### config.mk
export PLATFORM = sky130hd
export DESIGN_NAME = uart_cmd_parser
export DESIGN_NICKNAME = d
export VERILOG_FILES = /design/src/rtl/uart_dbg_pkg.sv /design/src/rtl/uart_byte_timer.sv /design/src/rtl/uart_cmd_parser.sv
export SDC_FILE = /design/constraint.sdc
export NUM_CORES = 1
export LEC_CHECK = 0
export BUFFER_PORTS_ARGS = -buffer_cell sky130_fd_sc_hd__buf_2
export CAP_MARGIN = 20
export CORE_MARGIN = 10
export CORE_UTILIZATION = 34
export CTS_CLUSTER_SIZE = 10
export DETAILED_ROUTE_END_ITERATION = 6
export GPL_TIMING_DRIVEN = 0
export PLACE_DENSITY = 0.64
export SLEW_MARGIN = 10
export SYNTH_ARGS = -nofsm -noshare
export SYNTH_HDL_FRONTEND = slang
export SYNTH_SLANG_ARGS = --single-unit
### constraint.sdc
create_clock -name clk -period 3.9 [get_ports clk]
set_input_delay 0.78 -clock clk [delete_from_list [all_inputs] [get_ports clk]]
set_output_delay 0.78 -clock clk [all_outputs]
set_load 0.01 [all_outputs]
### src/rtl/uart_dbg_pkg.sv
// Shared definitions for the UART debugger command path:
// opcodes, error codes and parser states.
package uart_dbg_pkg;

  localparam logic [7:0] OPC_READ  = 8'h52;
  localparam logic [7:0] OPC_WRITE = 8'h57;

  typedef enum logic [1:0] {
    ERR_NONE    = 2'd0,
    ERR_OPCODE  = 2'd1,
    ERR_TIMEOUT = 2'd2,
    ERR_OVERRUN = 2'd3
  } err_code_t;

  typedef enum logic [1:0] {
    IDLE  = 2'd0,
    ADDR  = 2'd1,
    DATA  = 2'd2,
    ISSUE = 2'd3
  } parser_state_t;

  function automatic logic is_opcode(input logic [7:0] b);
    return (b == OPC_READ) || (b == OPC_WRITE);
  endfunction

endpackage

### src/rtl/uart_byte_timer.sv
// Inter-byte idle timer: counts cycles since the last accepted byte while
// enabled and flags expiry once TIMEOUT_CYCLES full cycles have elapsed.
module uart_byte_timer #(
  parameter int TIMEOUT_CYCLES = 50000
) (
  input  logic clk,
  input  logic rst,
  input  logic i_clear,
  input  logic i_enable,
  output logic o_expired
);

  localparam int CNT_W = $clog2(TIMEOUT_CYCLES + 1);
  localparam logic [CNT_W-1:0] LIMIT = CNT_W'(TIMEOUT_CYCLES);

  logic [CNT_W-1:0] r_count;

  // Saturates at LIMIT; the parser leaves the frame states on expiry anyway.
  always_ff @(posedge clk) begin
    if (rst || i_clear || !i_enable) begin
      r_count <= '0;
    end else if (r_count != LIMIT) begin
      r_count <= r_count + 1'b1;
    end
  end

  assign o_expired = i_enable && (r_count == LIMIT);

endmodule

### src/rtl/uart_cmd_parser.sv
// Assembles framed read/write commands from UART receiver byte strobes and
// hands them to the debug bus master over a valid/ready handshake.
//
// state | meaning
// IDLE  | waiting for an opcode byte
// ADDR  | shifting in address bytes, MSB first
// DATA  | shifting in write-data bytes, MSB first
// ISSUE | command presented on cmd_*, waiting for cmd_ready_i
module uart_cmd_parser
  import uart_dbg_pkg::*;
#(
  parameter int ADDR_W         = 16,
  parameter int DATA_W         = 32,
  parameter int TIMEOUT_CYCLES = 50000
) (
  input  logic              clk,
  input  logic              rst,
  input  logic [7:0]        rx_data_i,
  input  logic              rx_valid_i,
  output logic              cmd_valid_o,
  input  logic              cmd_ready_i,
  output logic              cmd_write_o,
  output logic [ADDR_W-1:0] cmd_addr_o,
  output logic [DATA_W-1:0] cmd_wdata_o,
  output logic              err_o,
  output logic [1:0]        err_code_o
);

  localparam int ADDR_BYTES = ADDR_W / 8;
  localparam int DATA_BYTES = DATA_W / 8;
  localparam int MAX_BYTES  = (ADDR_BYTES > DATA_BYTES) ? ADDR_BYTES : DATA_BYTES;
  localparam int BCNT_W     = $clog2(MAX_BYTES + 1);
  localparam logic [BCNT_W-1:0] LAST_ADDR = BCNT_W'(ADDR_BYTES - 1);
  localparam logic [BCNT_W-1:0] LAST_DATA = BCNT_W'(DATA_BYTES - 1);

  parser_state_t     r_state;
  logic [BCNT_W-1:0] r_byte_cnt;
  logic              r_valid;
  logic              r_write;
  logic [ADDR_W-1:0] r_addr;
  logic [DATA_W-1:0] r_wdata;
  logic              r_err;
  err_code_t         r_err_code;

  logic w_in_frame;
  logic w_handshake;
  logic w_take_opc;
  logic w_expired;

  assign w_in_frame  = (r_state == ADDR) || (r_state == DATA);
  assign w_handshake = r_valid && cmd_ready_i;
  // A byte landing on the handshake cycle is treated as the next opcode.
  assign w_take_opc  = rx_valid_i && ((r_state == IDLE) || w_handshake);

  uart_byte_timer #(
    .TIMEOUT_CYCLES(TIMEOUT_CYCLES)
  ) u_byte_timer (
    .clk      (clk),
    .rst      (rst),
    .i_clear  (w_in_frame && rx_valid_i),
    .i_enable (w_in_frame),
    .o_expired(w_expired)
  );

  always_ff @(posedge clk) begin
    if (rst) begin
      r_state    <= IDLE;
      r_byte_cnt <= '0;
      r_valid    <= 1'b0;
      r_write    <= 1'b0;
      r_addr     <= '0;
      r_wdata    <= '0;
      r_err      <= 1'b0;
      r_err_code <= ERR_NONE;
    end else begin
      r_err <= 1'b0;
      case (r_state)
        ADDR: begin
          if (rx_valid_i) begin
            r_addr <= (r_addr << 8) | ADDR_W'(rx_data_i);
            if (r_byte_cnt == LAST_ADDR) begin
              r_byte_cnt <= '0;
              if (r_write) begin
                r_state <= DATA;
              end else begin
                r_state <= ISSUE;
                r_valid <= 1'b1;
              end
            end else begin
              r_byte_cnt <= r_byte_cnt + 1'b1;
            end
          end else if (w_expired) begin
            r_state    <= IDLE;
            r_err      <= 1'b1;
            r_err_code <= ERR_TIMEOUT;
          end
        end
        DATA: begin
          if (rx_valid_i) begin
            r_wdata <= (r_wdata << 8) | DATA_W'(rx_data_i);
            if (r_byte_cnt == LAST_DATA) begin
              r_byte_cnt <= '0;
              r_state    <= ISSUE;
              r_valid    <= 1'b1;
            end else begin
              r_byte_cnt <= r_byte_cnt + 1'b1;
            end
          end else if (w_expired) begin
            r_state    <= IDLE;
            r_err      <= 1'b1;
            r_err_code <= ERR_TIMEOUT;
          end
        end
        ISSUE: begin
          if (w_handshake) begin
            r_valid <= 1'b0;
            r_state <= IDLE;
          end else if (rx_valid_i) begin
            r_err      <= 1'b1;
            r_err_code <= ERR_OVERRUN;
          end
        end
        default: ;
      endcase

      if (w_take_opc) begin
        if (is_opcode(rx_data_i)) begin
          r_write    <= (rx_data_i == OPC_WRITE);
          r_addr     <= '0;
          r_wdata    <= '0;
          r_byte_cnt <= '0;
          r_state    <= ADDR;
        end else begin
          r_err      <= 1'b1;
          r_err_code <= ERR_OPCODE;
        end
      end
    end
  end

  assign cmd_valid_o = r_valid;
  assign cmd_write_o = r_write;
  assign cmd_addr_o  = r_addr;
  assign cmd_wdata_o = r_wdata;
  assign err_o       = r_err;
  assign err_code_o  = r_err_code;

endmodule

==> metrics.md <==
| Metric | Value |
|---|---|
| Post-Route WL | 7.78 mm |
| DRC | 0 |
| # hold bufs at CTS | 0 |
| Post-layout min period | 2.26 ns |
| Max Freq | 443 MHz |
| Rel. slew slack | 0.594 |
| Clock insertion delay at the later pin of the skew report | 0.35 ns |
| Post-CTS Setup Inserts | 0 |
| Via density | 4.80 |
| CP required | 4.13 ns |
| Layout net count | 494 |
| Gpl congestion | 0.776 |
| Detail Placement HPWL | 6.00 mm |
| Final non-filler cell total | 588 |
| Status | finished clean |
| GR Layer Usage met3 | 0.0503 |
| Die ar. | 13,500 um^2 |
| Max Cap Viol | 0 |
| Crit-path max FO | 10 |
| Post-synth EDFFs | 0 |
| GRT Util Overall | 0.117 |
| Initial DRT Pass Iterations | 4 |
| CP arrival | 2.49 ns |
| Final antenna-violating net count | 0 |
| Root buf cell | clkbuf_8 |
| Busiest grt layer | met2 |
| CTS Buffer Depth | 2 |
| Pre-CTS setup slack | 1.27 ns |
| Inst Count DP | 571 |
| Worst min path class | reg -> reg |
| Clock buffer count from CTS | 9 |
| Post-Syn Area per Cell | 7.94 um^2 |
| Met2 Resource Use GR | 0.200 |
| DIE HEIGHT | 116 um |
| Post-Synthesis Cells | 396 |
| Mapped Nets | 419 |
| Final period util | 0.579 |
| Synth async-reset ratio | 0 |
| Post-CTS sizing | 0 |
| Met1 Use GR | 0.130 |
| PortBufs | 64 |
| Core Region | 9110 um^2 |
| Initial antenna violation count | 1 |
| Congestion Overflow GR | 0 |
| Fin. max-slew vios | 0 |
| # rows | 35 |
| #FFs+latches synth | 74 |
| DR vias | 2,820 |
| Cell variety after synth | 39 |
| LEAKAGE | 1.44 nW |
| Clock transition at path regs | 0.09 ns |
| Top_reg_cell synth | dfxtp_1 |
| Final setup vio count | 0 |
| Post-DP Area | 3600 um^2 |
| WL/cell | 13.2 um |
| Starting Density | 0.345 |
| Ports | 65 |
| Part of the Yosys area used for sequential elements | 0.471 |
| Yosys Warn Count | 0 |
| Area of the multi-input gates | 1540 um^2 |
| Critical path class | in -> reg |
| Vias in the first global route | 2,763 |
| Chip Width | 116 um |
| Peak supply drop | 0.000223 V |
| CTS sink cnt | 74 |
| Slew @ Worst Pin | 0.603 ns |
| Fin area | 3810 um^2 |
| Setup_tns | 0 ns |
| Worst setup margin | 1.64 ns |
| Fill count | 937 |
| CTS tree | done |
| H-tree levels | 3 |
| RSZ-0062 raised after global routing | false |
| First-pass GRT wire length | 12.9 mm |
| Mapped cell area | 3140 um^2 |
| Setup crit end kind | flip-flop |
| Reg area | 1480 um^2 |
| Area delta synth->final | 21.3% |
| Layout cells sized above 1 | 0.193 |
| Worst Skew | 0.00897 ns |
| Hold Vio Cnt, Final | 0 |
| Largest net degree at the start of global routing | 16 |
| Drt initial violations | 181 |
| Crit path launch type | input pin |
| P per Cell Area | 372 nW/um^2 |
## critical path, stage by stage
cell       delay (ns)
buf_2            0.12
nor4bb_1         0.48
o2111ai_1        0.26
nor2b_1          0.20
or2_2            0.12
buf_2            0.16
buf_2            0.28
nor2_1           0.08
## layout by cell type (no fill, tap or decap), types with 2 or more instances in the layout
cell type / count
a21o_1: 4
a21oi_1: 59
and2_1: 2
and3_1: 2
buf_2: 70
clkbuf_1: 13
clkbuf_8: 9
dfxtp_1: 74
ha_1: 11
inv_1: 12
inv_6: 3
nand2_1: 110
nand2b_1: 4
nand3_1: 14
nand3b_1: 2
nand4_1: 2
nor2_1: 27
nor2b_1: 3
nor3_1: 2
nor4_1: 3
nor4bb_1: 2
o211ai_1: 2
o21ai_0: 9
or2_2: 3
or4_4: 2
xnor2_1: 8
xor2_1: 6
## per-stage QoR
| stage | hold WS [ns] | total power (W) | util |
|---|---|---|---|
| 4_1_cts | 0.460 | 0.00144 | 0.418 |
| 3_5_place_dp | 0.447 | 0.000811 | 0.396 |
| 6_report | 0.456 | 0.00142 | 0.419 |
| 2_1_floorplan | 0.449 | 0.000793 | - |
| 5_1_grt | 0.486 | 0.00147 | 0.418 |
| 3_3_place_gp | 0.438 | 0.000811 | 0.396 |
## Yosys cell counts (3+ instances only)
master / n / area share
nor2b_1: 3 / 0.0060
clkbuf_1: 13 / 0.016
o21ai_0: 9 / 0.014
nand2_1: 110 / 0.13
dfxtp_1: 74 / 0.47
nor2_1: 27 / 0.032
nand2b_1: 4 / 0.0080
ha_1: 11 / 0.044
buf_2: 6 / 0.0096
inv_1: 12 / 0.014
a21oi_1: 59 / 0.094
or2_2: 3 / 0.0060
nand3_1: 14 / 0.022
a21o_1: 4 / 0.0096
xnor2_1: 8 / 0.022
xor2_1: 6 / 0.017
nor4_1: 3 / 0.0060
## cell type report
cell class,instances,share of cell area
timing repair buffer,64,0.0840
clock buffer,9,0.0325
buffer,19,0.0207
inverter,12,0.0118
multi-input combinational,291,0.404
antenna,1,0.000656
clock inverter,7,0.0220
tap,111,0.0364
sequential,74,0.388
## where the power goes
group | switching (W) | internal (W) | total (W)
Clock | 0.000316 | 0.000308 | 0.000624
Combinational | 0.0000233 | 0.0000123 | 0.0000355
Sequential | 0.00000108 | 0.000756 | 0.000757
## routing by layer
layer / up-vias / share of wire
li1: 1469 / -
met1: 1286 / 0.42
met2: 57 / 0.48
met3: 8 / 0.088
met4: 0 / 0.011
met5: - / 0
## worst paths after layout
check	from	endpoint	slack, ns	cells after the start
setup / recovery	rx_data_i[3]	r_state[1]	1.64	8
hold / removal	cmd_addr_o[14]	cmd_addr_o[14]	0.46	2
setup reg to reg	r_state[0]	u_byte_timer.r_count[11]	1.85	7
hold reg to reg	cmd_addr_o[14]	cmd_addr_o[14]	0.46	2
## logic make-up after synthesis
logic type | count (synthesis) | synth area share
multiplexers | 1 | 0.00318
XOR/XNOR | 14 | 0.0390
AO/OA/AOI/OAI | 81 | 0.140
AND/OR/NAND/NOR | 184 | 0.263
flip-flops | 74 | 0.471
buffers and inverters | 31 | 0.0394
adder cells (fa/ha/maj) | 11 | 0.0438
## state kept, by name, indices dropped and copies added, names as in the netlist
register	flops
cmd_wdata_o	32
cmd_addr_o	16
u_byte_timer.r_count	16
r_byte_cnt	3
err_code_o	2
r_state	2
cmd_valid_o	1
cmd_write_o	1
err_o	1
Power figures use the tool's default switching activity.
